--- src/rtl/csr_pwm_pkg.sv ---
// rtl/csr_pwm_pkg.sv - shared opcodes, register map and FSM states for the CSR/PWM bank
package csr_pwm_pkg;

   localparam logic [1:0] OP_WR = 2'b10;
   localparam logic [1:0] OP_RD = 2'b01;

   localparam logic [5:0] A_CTRL      = 6'h00;
   localparam logic [5:0] A_CH_EN     = 6'h01;
   localparam logic [5:0] A_PERIOD_H  = 6'h02;
   localparam logic [5:0] A_PERIOD_L  = 6'h03;
   localparam logic [5:0] A_GPIO_OUT  = 6'h04;
   localparam logic [5:0] A_ID        = 6'h05;
   localparam logic [5:0] A_DUTY_BASE = 6'h08;

   localparam logic [7:0] ID_VALUE      = 8'h02;
   localparam logic [7:0] CTRL_STORE_MASK = 8'hFB;

   typedef enum logic {ST_CMD, ST_WDATA} state_t;

endpackage

--- src/rtl/csr_pwm_bank_pwm_channel.sv ---
// rtl/csr_pwm_bank_pwm_channel.sv - one PWM channel: shadowed duty register and comparator
module pwm_channel
   import csr_pwm_pkg::*;
#(
   parameter int CNT_W = 16
) (
   input  logic             clk,
   input  logic             rst,
   input  logic             load,
   input  logic [CNT_W-1:0] duty_csr,
   input  logic [CNT_W-1:0] counter,
   output logic             pwm
);

   logic [CNT_W-1:0] duty_act;

   // Shadow only moves at the period boundary, so a mid-period write cannot glitch.
   always_ff @(posedge clk) begin
      if (rst)
         duty_act <= '0;
      else if (load)
         duty_act <= duty_csr;
   end

   assign pwm = (counter < duty_act);

endmodule

--- src/rtl/csr_pwm_bank.sv ---
// rtl/csr_pwm_bank.sv - byte-serial CSR file with N-channel PWM engine and GPIO port
module csr_pwm_bank
   import csr_pwm_pkg::*;
#(
   parameter int N_CH       = 4,
   parameter int CNT_W      = 16,
   parameter int DEPTH      = 32,
   parameter int ADDR_WIDTH = 6
) (
   input  logic       clk,
   input  logic       rst,
   input  logic [7:0] rx_data,
   input  logic       rx_valid,
   input  logic       frame_start,
   output logic [7:0] tx_data,
   output logic       tx_valid,
   output logic [7:0] out
);

   localparam int IDX_W = $clog2(DEPTH);
   localparam logic [7:0] CH_MASK = 8'((16'd1 << N_CH) - 16'd1);

   logic [7:0]            csr [DEPTH];
   state_t                state, state_nx;
   logic [ADDR_WIDTH-1:0] addr_q, addr_nx;
   logic [ADDR_WIDTH-1:0] cmd_addr;
   logic [1:0]            op;
   logic                  wr_en, rd_en, wr_hit, cnt_clr;
   logic [7:0]            wdata, rd_byte;

   assign op       = rx_data[7:6];
   assign cmd_addr = rx_data[ADDR_WIDTH-1:0];

   always_ff @(posedge clk) begin
      if (rst) begin
         state  <= ST_CMD;
         addr_q <= '0;
      end else begin
         state  <= state_nx;
         addr_q <= addr_nx;
      end
   end

   // frame_start overrides WDATA, so a coincident byte is decoded as a command.
   always_comb begin
      state_nx = state;
      addr_nx  = addr_q;
      wr_en    = 1'b0;
      rd_en    = 1'b0;
      if (frame_start)
         state_nx = ST_CMD;
      if (rx_valid) begin
         if (state == ST_WDATA && !frame_start) begin
            wr_en    = 1'b1;
            state_nx = ST_CMD;
         end else if (op == OP_WR) begin
            addr_nx  = cmd_addr;
            state_nx = ST_WDATA;
         end else if (op == OP_RD) begin
            rd_en = 1'b1;
         end
      end
   end

   assign wr_hit  = wr_en && (int'(addr_q) < DEPTH) && (addr_q != A_ID);
   assign cnt_clr = wr_hit && (addr_q == A_CTRL) && rx_data[2];
   assign rd_byte = (int'(cmd_addr) < DEPTH) ? csr[cmd_addr[IDX_W-1:0]] : 8'h00;

   always_comb begin
      case (addr_q)
         A_CTRL:  wdata = rx_data & CTRL_STORE_MASK;
         A_CH_EN: wdata = rx_data & CH_MASK;
         default: wdata = rx_data;
      endcase
   end

   always_ff @(posedge clk) begin
      if (rst) begin
         for (int i = 0; i < DEPTH; i++)
            csr[i] <= (i == int'(A_ID)) ? ID_VALUE : 8'h00;
      end else if (wr_hit) begin
         csr[addr_q[IDX_W-1:0]] <= wdata;
      end
   end

   always_ff @(posedge clk) begin
      if (rst) begin
         tx_data  <= 8'h00;
         tx_valid <= 1'b0;
      end else begin
         tx_valid <= rd_en;
         if (rd_en)
            tx_data <= rd_byte;
      end
   end

   logic             gpio_en, pwm_run, wrap, load;
   logic [7:0]       ch_en, gpio_out, pwm, out_nx;
   logic [15:0]      period16;
   logic [CNT_W-1:0] period_act, counter;

   assign gpio_en  = csr[A_CTRL][0];
   assign pwm_run  = csr[A_CTRL][1];
   assign ch_en    = csr[A_CH_EN];
   assign gpio_out = csr[A_GPIO_OUT];
   assign period16 = {csr[A_PERIOD_H], csr[A_PERIOD_L]};
   assign wrap     = pwm_run && (counter == period_act);
   assign load     = !pwm_run || wrap;

   always_ff @(posedge clk) begin
      if (rst) begin
         counter    <= '0;
         period_act <= '0;
      end else begin
         if (cnt_clr || wrap)
            counter <= '0;
         else if (pwm_run)
            counter <= counter + 1'b1;
         if (load)
            period_act <= period16[CNT_W-1:0];
      end
   end

   for (genvar g = 0; g < 8; g++) begin : g_ch
      if (g < N_CH) begin : g_on
         logic [15:0] duty16;
         assign duty16 = {csr[int'(A_DUTY_BASE) + 2*g], csr[int'(A_DUTY_BASE) + 2*g + 1]};
         pwm_channel #(.CNT_W(CNT_W)) u_ch (
            .clk      (clk),
            .rst      (rst),
            .load     (load),
            .duty_csr (duty16[CNT_W-1:0]),
            .counter  (counter),
            .pwm      (pwm[g])
         );
      end else begin : g_off
         assign pwm[g] = 1'b0;
      end
   end

   // ch_en bits above N_CH are stored as 0, so they never select the PWM path.
   always_comb begin
      out_nx = 8'h00;
      for (int i = 0; i < 8; i++) begin
         if (pwm_run && ch_en[i])
            out_nx[i] = pwm[i];
         else if (gpio_en)
            out_nx[i] = gpio_out[i];
      end
   end

   always_ff @(posedge clk) begin
      if (rst)
         out <= 8'h00;
      else
         out <= out_nx;
   end

endmodule
--- config.mk ---
export PLATFORM = sky130hd
export DESIGN_NAME = csr_pwm_bank
export DESIGN_NICKNAME = d
export VERILOG_FILES = /design/src/rtl/csr_pwm_pkg.sv /design/src/rtl/csr_pwm_bank_pwm_channel.sv /design/src/rtl/csr_pwm_bank.sv
export SDC_FILE = /design/constraint.sdc
export NUM_CORES = 1
export LEC_CHECK = 0
export ABC_AREA = 1
export ABC_CLOCK_PERIOD_IN_PS = 2050
export CORE_MARGIN = 8
export CORE_UTILIZATION = 40
export DETAILED_ROUTE_END_ITERATION = 8
export SLEW_MARGIN = 25
export SYNTH_ARGS = -nofsm -noshare
export SYNTH_HDL_FRONTEND = slang
export SYNTH_HIERARCHICAL = 1
export SYNTH_SLANG_ARGS = --single-unit
--- constraint.sdc ---
create_clock -name clk -period 2.05 [get_ports clk]
set_clock_uncertainty 0.2 [all_clocks]
set_input_delay 0.3075 -clock clk [delete_from_list [all_inputs] [get_ports clk]]
set_output_delay 0.3075 -clock clk [all_outputs]
set_load 0.005 [all_outputs]
=== Yosys cells after proc, flatten, opt, wreduce, memory -nomap -nowiden ===
Memories as Yosys holds them, arrays and structs flattened. A register that Yosys moved wholly into a read port is not among the register bits.
Cells that the tools add are included.

* Memories kept: 1
* Word-level logic and storage cells: 79
* RAM bits: 256
* Output and inout port bits: 17
* Register bits after elaboration: 40

* Bitwise operators: 2
* $add $sub $neg: 1
* Reductions and logical operators: 26
* Equality and inequality tests: 5
* $lt $le $gt $ge: 6
* Mux-type cells: 28

{| class="wikitable"
|+ Memories
! memory !! words !! width !! rd ports !! clocked after memory_dff !! write ports !! line !! text
|-
| csr || 32 || 8 || 14 || 10 || 32 || csr_pwm_bank.sv:23 || <nowiki>logic [7:0] csr [DEPTH];</nowiki>
|}

{| class="wikitable"
|+ Operators by type and width
! kind !! count
|-
| $lt 16x16->1 || 4
|-
| $mux 1 || 24
|-
| $add 16x1->16 const B || 1
|-
| $eq 16x16->1 || 1
|-
| $mux 8 || 2
|-
| $pmux 8 s2 || 1
|-
| $logic_and 1x1->1 || 14
|-
| $lt 6x6->1 const B || 2
|-
| $reduce_or 3->1 || 4
|-
| $reduce_or 8->1 || 1
|-
| $eq 6x1->1 const B || 1
|-
| $logic_not 6->1 || 1
|-
| $ne 6x3->1 const B || 1
|-
| $mux 5 || 1
|-
| $reduce_and 3->1 || 1
|-
| $eq 2x1->1 const B || 1
|-
| $eq 2x2->1 const B || 1
|-
| $logic_not 1->1 || 2
|-
| $logic_or 1x1->1 || 2
|-
| $not 1->1 || 2
|-
| $reduce_or 2->1 || 1
|}

=== Longest topological paths before layout ===
Gate-level depths: netlist (run 1).

* Depth in word-level cells: 11
* Depth in mapped cells: 12
* Gate-level depth less buffers: 11

=== Cells and area by module ===
Netlist (run 1), hierarchy kept.

{| class="wikitable"
|+ Modules (own cells, without submodules)
! module !! instances !! sequential area each (um^2) !! area an instance (um^2) !! cells an instance
|-
| csr_pwm_bank || 1 || 8808.4 || 14462.6 || 1664
|-
| pwm_channel || 4 || 320.3 || 1007.2 || 119
|}

=== Worst setup path before layout (run 1) ===
No wires, ideal clock.

* Path type: register to register
* From: register counter[3]
* To: register g_ch[0].g_on.u_ch.duty_act[15], read port of csr
* Clock period less this slack: 2171 ps
* Cell stages (with the launch flop): 11
* Setup time: 79 ps
* Setup slack: -121 ps
* Data arrival time: 1891 ps
* Cell sequence: dfxtp_1 -> clkbuf_1 -> xnor2_1 -> nand4_1 -> nor2_1 -> nand2_1 -> buf_2 -> nand2_1 -> inv_2 -> buf_6 -> a211oi_2

* Word-level cells in the longest chain between the ends: 3

{| class="wikitable"
|+ RTL lines
! item !! line !! text
|-
| start, declared || csr_pwm_bank.sv:100 || <nowiki>logic [CNT_W-1:0] period_act, counter;</nowiki>
|-
| start signal, assigned || csr_pwm_bank.sv:118 || <nowiki>counter <= counter + 1'b1;</nowiki>
|-
| $eq 16x16->1 || csr_pwm_bank.sv:107 || <nowiki>assign wrap = pwm_run && (counter == period_act);</nowiki>
|-
| $logic_and 1x1->1 || csr_pwm_bank.sv:107 ||
|-
| $logic_or 1x1->1 || csr_pwm_bank.sv:108 || <nowiki>assign load = !pwm_run || wrap;</nowiki>
|-
| named net load || csr_pwm_bank.sv:97 || <nowiki>logic gpio_en, pwm_run, wrap, load;</nowiki>
|-
| end, declared || csr_pwm_bank_pwm_channel.sv:15 || <nowiki>logic [CNT_W-1:0] duty_act;</nowiki>
|}

The timed path passes the listed nets, and every way through them passes these cells.
A chain may end at the register's enable or synchronous reset.

==> impl_metrics.yaml, run 1 <==
clocking:
  clock_latency_ps: 560
  cts_tree: "built"
  postCtsHoldBufs: 0
  cts.htree.levels: 2
  numCtsBuffers: 42
  clk_pin_slew_ps: 60
  cts.sinks: 376
  cts_buffer_depth: 3
  clockRootBuffer: "clkbuf_16"
pwr:
  irDropWorstVdd_mv: 0.533
  p_switching_mw: 4.35
  power_frac_seq_pct: 47.5
  power_frac_clock_pct: 42.3
  internal_power_mw: 13.5
  p_leak_nw: 9.92
  switching_share_pct: 24.3
  p_comb_share_pct: 10.2
  p_per_area_mw_per_mm2: 775
worst_setup_path:
  critPathCaptureType: "register"
  startpoint_type: "register"
  reg2regPathDepth: 13
  r2r_start: "addr_q[2]"
  reg2reg_setup_slack_ps: -60
  path_class: "register to register"
  worstPathRequired_ps: 2130
  timing.rr.end: "csr[11][7]"
  path_max_fanout: 8
  cp.arrival_ps: 2190
synthesis:
  synth_flop_cell: "edfxtp_1"
  syn_inst: 2140
  ys_seq_area_share_pct: 54.6
  avgSynthCellArea_um2: 8.64
  ys_async_sr_fraction_pct: 0
  synth-edff-count: 256
  ys_seq_elements: 376
  syn_area_mm2: 0.0185
  yosys_warnings: 6
  ys_types: 29
finish:
  antenna_cells: 0
  drive_above_1_share_pct: 19.6
  utilization_pct: 50.7
  final_cell_mix: "533 x nand2_1, 349 x nor2_1, 256 x edfxtp_1"
  nets: 2379
  syn_to_final_growth_pct: 24.8
  layout_commonest_cell: "nand2_1"
routing:
  vias_per_cell: 4.99
  drt_pass1_iterations: 5
  drt_iter0_markers: 1152
  wl_per_cell_um: 17.4
  ant_nets: 0
  num_vias: 14700
  drc: 0
  wl_um: 51000
sta:
  worstMarginPinSlew_ps: 530
  setup_viol: 116
  drv_slew: 0
  min_period_over_period_pct: 103
  min_period_ps: 2110
  rsz0062_at_grt: "yes"
  layout_setup_ws_ps: -60.2
  fmax_ghz: 0.474
  tns_ps: -3180
  hold_viol_final: 0
  max_slew_margin_pct: 64.6
run:
  maxCapViolCount: 0
global_routing:
  use_met1_pct: 24.6
  grt_max_degree: 75
  grt_first_pass_wirelength_um: 79400
  grt.total_usage_pct: 18.9
  first_global_vias: 14500
  use_met2_pct: 31.6
  busiest_layer: "met2"
  met3_usage_pct: 2.76
  antenna_found_initial: 0
  grt_overflow_total: 0
worst_hold_path:
  hp-start: "rst"
  min_to: "csr[5][6]"
  hold_depth: 2
  hp-class: "input pin to register"
run_status:
  status: "complete, but fails checks"
  violations: "setup timing"
floorplan:
  dieHeight_um: 231
  row_count: 78
  start_util_pct: 40.7
  ios: 29
  dieArea_mm2: 0.0534
  die_w_um: 231
  coreArea_mm2: 0.0455
placed_design:
  hpwlAfterDp_um: 36000
  gp_congestion: 0.888
  port-buffer-count: 28
[cells in the mapped netlist, types with 15 or more instances]
| master | count | area, um^2 |
|---|---|---|
| nand2_1 | 592 | 2220 |
| xnor2_1 | 17 | 149 |
| nand3b_1 | 15 | 113 |
| dfxtp_1 | 120 | 2400 |
| nand3_1 | 176 | 881 |
| o21ai_0 | 21 | 105 |
| a211oi_2 | 44 | 551 |
| ha_1 | 61 | 763 |
| a21oi_1 | 69 | 345 |
| inv_1 | 190 | 713 |
| edfxtp_1 | 256 | 7690 |
| a211oi_1 | 20 | 150 |
| nor2_1 | 378 | 1420 |
| clkbuf_1 | 72 | 270 |
| buf_6 | 20 | 225 |
| buf_2 | 17 | 85.1 |
| nor3_1 | 15 | 75.1 |
[power by group through the flow]
stage | Combinational, mW | Clock, mW | Sequential [mW]
2_1_floorplan | 1.03 | 0 | 8.61
3_3_place_gp | 1.71 | 0 | 8.65
3_5_place_dp | 1.74 | 0 | 8.66
4_1_cts | 1.77 | 7.71 | 8.50
5_1_grt | 1.99 | 8.00 | 8.53
6_report | 1.82 | 7.57 | 8.50
[stage by stage]
step	power, mW	area [um^2]	setup WS [ps]	cells	hold WS, ps
after floorplan	9.64	18500	6.57	2151	234
after global placement	10.4	21100	-436	2860	251
after detailed placement	10.4	21100	-474	2860	257
after CTS	18.0	22700	-41.0	2935	27.4
after global routing	18.5	23100	-126	2937	69.5
final	17.9	23100	-60.2	2937	68.0
[worst max-delay path, cell delays in order, from the launching register on]
cell	delay, ps
dfxtp_2	320
inv_2	50
nor2_1	30
nand2_1	70
inv_2	50
nand2_4	60
nand4_1	210
nor2_4	230
nand3_2	110
inv_2	100
buf_12	140
nand2_4	50
nand2_2	70
buf_12	120
[timing repair]
item,CTS,global route
buffers inserted,1,6
gates cloned,0,0
pin swaps,7,15
endpoints found under the setup margin,371,502
gates resized for setup,73,126
[cell type report]
class	instances	area, um^2
fill	4276	22400
clock buffer	56	1170
sequential	376	10100
timing repair buffer	231	2460
clock inverter	19	201
tap	600	751
multi-input combinational	1453	7610
inverter	202	787
[worst max path at each step]
stage               slack (ps)                        endpoint         from
floorplan                    7  g_ch[0].g_on.u_ch/duty_act[15]   counter[8]
global placement          -440                       csr[8][2]  frame_start
detailed placement        -470                      csr[27][5]  frame_start
CTS                        -40                       csr[4][4]    addr_q[2]
global route              -130                       csr[7][0]    addr_q[2]
finish                     -60                      csr[11][7]    addr_q[2]
[cell families after synthesis]
kind of cell | synth area share [%]
xor+xnor | 1.33
mux | 0.0541
flops | 54.6
fa+ha+maj | 4.13
other cells | 0.0406
buf+inv | 7.46
compound gates | 6.52
simple gates | 25.9
[state kept, by name, indices dropped and copies added (netlist names)]
name,cells
counter,16
tx_valid,1
addr_q,6
tx_data,8
out,8
csr,256
state,1
g_ch.g_on.u_ch/duty_act,64
period_act,16
[per-layer routing]
layer	part of all wire, %	vias up
met2	47	435
met3	5.7	107
met1	44	6843
met4	3.8	0
li1	-	7281
met5	0	-
Power figures use the tool's default switching activity.
==> run 2: changes to the inputs <==
Settings changed: SKIP_LAST_GASP from default to 1.
==> impl_metrics.yaml, run 2 (same netlist as run 1, synthesis figures left out) <==
run_status:
  status: "complete, but fails checks"
  violations: "setup timing"
placed_design:
  gp_congestion: 0.888
  port-buffer-count: 28
  dp_slack_ps: -474
  hpwlAfterDp_um: 36000
routing:
  drc: 0
  num_vias: 14700
  wl_per_cell_um: 17.4
  drt_pass1_iterations: 5
  drt_iter0_markers: 1137
  ant_nets: 0
  wl_um: 51000
  vias_per_cell: 5.01
worst_setup_path:
  slowest_delay_ps: 320
  r2r_start: "addr_q[2]"
  worstPathRequired_ps: 2120
  path_class: "register to register"
  timing.rr.end: "csr[31][3]"
  cpLargestDelayFamily: "simple AND/OR/NAND/NOR gates"
  crit_top_cell: "inv_2"
  critPathCaptureType: "register"
  cp.arrival_ps: 2180
  reg2reg_setup_slack_ps: -60
  path_max_fanout: 8
  crit_chain: "inv_2 > nor2_1 > nand2_1 > inv_2 > nand2_4 > nand4_1 > nor2_4 > nand3_2 > inv_2 > buf_12 > nand2_4 > nand2_2 > buf_6"
  cp.buffers_inverters: 5
  cpMaxStageDelayCell: "dfxtp_2"
  reg2regPathDepth: 13
  startpoint_type: "register"
run:
  maxCapViolCount: 0
sta:
  worstMarginPinSlew_ps: 523
  hold_viol_final: 0
  tns_ps: -3270
  rsz0062_at_grt: "yes"
  drv_slew: 0
  min_period_ps: 2110
  setup_viol: 131
  min_period_over_period_pct: 103
  max_slew_margin_pct: 65.1
  layout_setup_ws_ps: -61.3
  fmax_ghz: 0.474
finish:
  antenna_cells: 0
  layout_commonest_cell: "nand2_1"
  final_cell_mix: "537 x nand2_1, 353 x nor2_1, 256 x edfxtp_1"
  num-fill-cells: 4292
  largest_register_ffs: 256
  utilization_pct: 50.7
  nets: 2379
  largest_register: "csr"
  top_regs: "csr (256), g_ch.g_on.u_ch/duty_act (64)"
  drive_above_1_share_pct: 19.1
  syn_to_final_growth_pct: 24.6
clocking:
  cts.htree.levels: 2
  cts_tree: "built"
  cts.sinks: 376
  clockRootBuffer: "clkbuf_16"
  numCtsBuffers: 42
  clk_pin_slew_ps: 60
  cts_buffer_depth: 3
  clock_latency_ps: 560
pwr:
  power.total_mw: 17.9
  switching_share_pct: 24.3
  internal_power_mw: 13.5
  p_comb_share_pct: 10.1
  irDropWorstVdd_mv: 0.523
  p_per_area_mw_per_mm2: 777
  p_leak_nw: 9.92
  power_frac_clock_pct: 42.4
  power_frac_seq_pct: 47.5
  p_switching_mw: 4.36
floorplan:
  row_count: 78
  ios: 29
  coreArea_mm2: 0.0455
  dieArea_mm2: 0.0534
  dieHeight_um: 231
  start_util_pct: 40.7
  die_w_um: 231
global_routing:
  grt_overflow_total: 0
  grt_first_pass_wirelength_um: 79300
  first_global_vias: 14500
  grt_max_degree: 75
  grt.total_usage_pct: 18.9
  antenna_found_initial: 0
worst_hold_path:
  hp-class: "input pin to register"
  hp-start: "rst"
  hold_depth: 2
  min_to: "csr[5][6]"
run 2: cell counts in the layout (fill, tap and decap cells not counted):
Identical to the previous run, type by type.
run 2: stage by stage:
step                hold WS [ps]  instance area (um^2)  instances
floorplan                    234                 18500       2151
global placement             251                 21100       2860
detailed placement           257                 21100       2860
CTS                         27.4                 22700       2935
global route                69.5                 23000       2937
finish                      64.8                 23000       2937
run 2: cell type report:
cell class / instances / area, um^2 / area share [%]
Sequential cell: 376 / 10100 / 43.9
Multi-Input combinational cell: 1453 / 7570 / 32.9
Timing Repair Buffer: 231 / 2460 / 10.7
Clock buffer: 56 / 1170 / 5.07
Inverter: 202 / 787 / 3.42
Tap cell: 600 / 751 / 3.26
Clock inverter: 19 / 201 / 0.874
run 2: power by group through the flow:
stage               registers (mW)  clock network, mW  logic, mW
floorplan                     8.61                  0       1.03
global placement              8.65                  0       1.71
detailed placement            8.66                  0       1.74
CTS                           8.50               7.71       1.77
global route                  8.53               8.00       1.98
finish                        8.50               7.58       1.81
run 2: worst max path at each step:
stage,from,endpoint,slack (ps),cells after the start
floorplan,counter[8],g_ch[0].g_on.u_ch/duty_act[15],7,10
global placement,frame_start,csr[8][2],-440,9
detailed placement,frame_start,csr[27][5],-470,9
CTS,addr_q[2],csr[4][4],-40,12
global route,addr_q[2],csr[7][0],-130,12
finish,addr_q[2],csr[31][3],-60,13
run 2: metal layers:
metal / vias up / track usage, % / part of all wire [%]
met3: 113 / 2.76 / 5.5
met4: 0 / 7.25 / 3.8
met5: - / 0 / 0
met1: 6893 / 24.6 / 44
met2: 423 / 31.6 / 46
li1: 7278 / - / -
run 2: what timing repair did:
| action | CTS | global route |
|---|---|---|
| hold buffers | 0 | 0 |
| hold endpoints to repair | 0 | 0 |
| setup endpoints to repair | 371 | 501 |
| gates resized for setup | 70 | 118 |
| setup buffers | 1 | 6 |
| pin swaps | 7 | 15 |
==> run 3: changes to the inputs <==
Settings changed: ABC_CLOCK_PERIOD_IN_PS 2050 to 2630.
Clock period 2.05 ns to 2.63 ns, I/O delays scaled along.
==> impl_metrics.yaml, run 3 (same netlist as run 1, synthesis figures left out) <==
clocking:
  post_cts_resized: 0
  postCtsHoldBufs: 0
  cts_tree: "built"
  clockRootBuffer: "clkbuf_16"
  clk_pin_slew_ps: 60
  cts_buffer_depth: 3
  cts.htree.levels: 2
  cts.sinks: 376
  post_cts_buffers: 0
  clock_latency_ps: 570
  numCtsBuffers: 43
worst_setup_path:
  cpLargestDelayFamily: "simple AND/OR/NAND/NOR gates"
  worstPathRequired_ps: 2660
  slowest_delay_ps: 420
  path_max_fanout: 8
  cp.buffers_inverters: 3
  crit_top_cell: "nand2_1"
  path_class: "register to register"
  crit_chain: "inv_2 > nand2_1 > inv_2 > nand2_1 > nand4_1 > nor2_1 > nand3_1 > inv_2 > nand2_1 > nand2_1"
  cpMaxStageDelayCell: "dfxtp_1"
  cp.arrival_ps: 2370
  critPathCaptureType: "register"
  startpoint_type: "register"
global_routing:
  grt_first_pass_wirelength_um: 79500
  antenna_found_initial: 0
  grt.total_usage_pct: 19.0
  grt_overflow_total: 0
  grt_max_degree: 84
  first_global_vias: 14300
run_status:
  status: "completed"
finish:
  syn_to_final_growth_pct: 18.4
  largest_register: "csr"
  nets: 2326
  layout_commonest_cell: "nand2_1"
  antenna_cells: 0
  drive_above_1_share_pct: 11.9
  multiInputGateArea_mm2: 0.00706
  final_cell_mix: "592 x nand2_1, 378 x nor2_1, 256 x edfxtp_1"
  final_cell_count_no_fill: 2888
  num-fill-cells: 4368
  largest_register_ffs: 256
  top_regs: "csr (256), g_ch.g_on.u_ch/duty_act (64)"
  seqCellArea_mm2: 0.0101
sta:
  hold_ws_ps: 160
  worstMarginPinSlew_ps: 715
  fmax_ghz: 0.428
  drv_slew: 0
  max_slew_margin_pct: 52.3
  min_period_ps: 2330
  tns_ps: 0
  hold_viol_final: 0
  min_period_over_period_pct: 88.8
  setup_viol: 0
  layout_setup_ws_ps: 295
  rsz0062_at_grt: "no"
placed_design:
  hpwlAfterDp_um: 35500
  placedCellCount: 2808
  gp_congestion: 0.878
  port-buffer-count: 28
  dp_slack_ps: -114
floorplan:
  die_w_um: 231
  dieArea_mm2: 0.0534
  ios: 29
  start_util_pct: 40.7
  row_count: 78
  dieHeight_um: 231
  coreArea_mm2: 0.0455
pwr:
  power.total_mw: 14.1
  p_leak_nw: 9.39
  irDropWorstVdd_mv: 0.468
  p_per_area_mw_per_mm2: 643
routing:
  vias_per_cell: 5.05
  ant_nets: 0
  drt_pass1_iterations: 6
  drc: 0
  wl_per_cell_um: 17.6
  num_vias: 14600
  drt_iter0_markers: 1376
  wl_um: 50900
worst_hold_path:
  hp-class: "input pin to register"
run:
  maxCapViolCount: 0
## run 3: worst register-to-register path, cell delays in order, from the launching register on
cell and delay [ps]:
dfxtp_1 420, inv_2 90, nand2_1 90, inv_2 80, nand2_1 70, nand4_1 90
nor2_1 220, nand3_1 120, inv_2 240, nand2_1 110, nand2_1 290
## run 3: stage by stage
step / util (%) / area (um^2)
2_1_floorplan: - / 18500
6_report: 48.1 / 21900
3_5_place_dp: 44.9 / 20400
3_3_place_gp: 44.9 / 20400
5_1_grt: 48.1 / 21900
4_1_cts: 48.1 / 21900
## run 3: where the power goes
group	leakage, nW	switching (mW)	internal, mW
registers	3.62	0.103	6.53
clock network	0.705	2.42	3.74
logic	5.06	0.851	0.434
## run 3: layout make-up
cell class | count | share of cell area, %
inverter | 202 | 3.48
timing repair buffer | 177 | 8.12
clock inverter | 18 | 1.01
sequential | 376 | 46.1
tap | 600 | 3.43
clock buffer | 62 | 5.61
multi-input combinational | 1453 | 32.3
## run 3: worst paths after layout
| check | start | to | slack [ps] | cells past startpoint |
|---|---|---|---|---|
| max reg2reg | addr_q[4] | csr[7][7] | 300 | 10 |
| min | rx_data[0] | addr_q[0] | 160 | 3 |
| min reg2reg | g_ch[2].g_on.u_ch/duty_act[0] | g_ch[2].g_on.u_ch/duty_act[0] | 260 | 2 |
| max | addr_q[4] | csr[7][7] | 300 | 10 |
## run 3: per-layer routing
layer / wire length (um) / vias to the layer above / track usage [%] / part of all wire [%]
li1: - / 7159 / - / -
met3: 3470 / 135 / 3.31 / 6.8
met2: 22600 / 485 / 29.5 / 44
met4: 2330 / 0 / 9.40 / 4.6
met1: 22500 / 6804 / 25.4 / 44
met5: 0 / - / 0 / 0
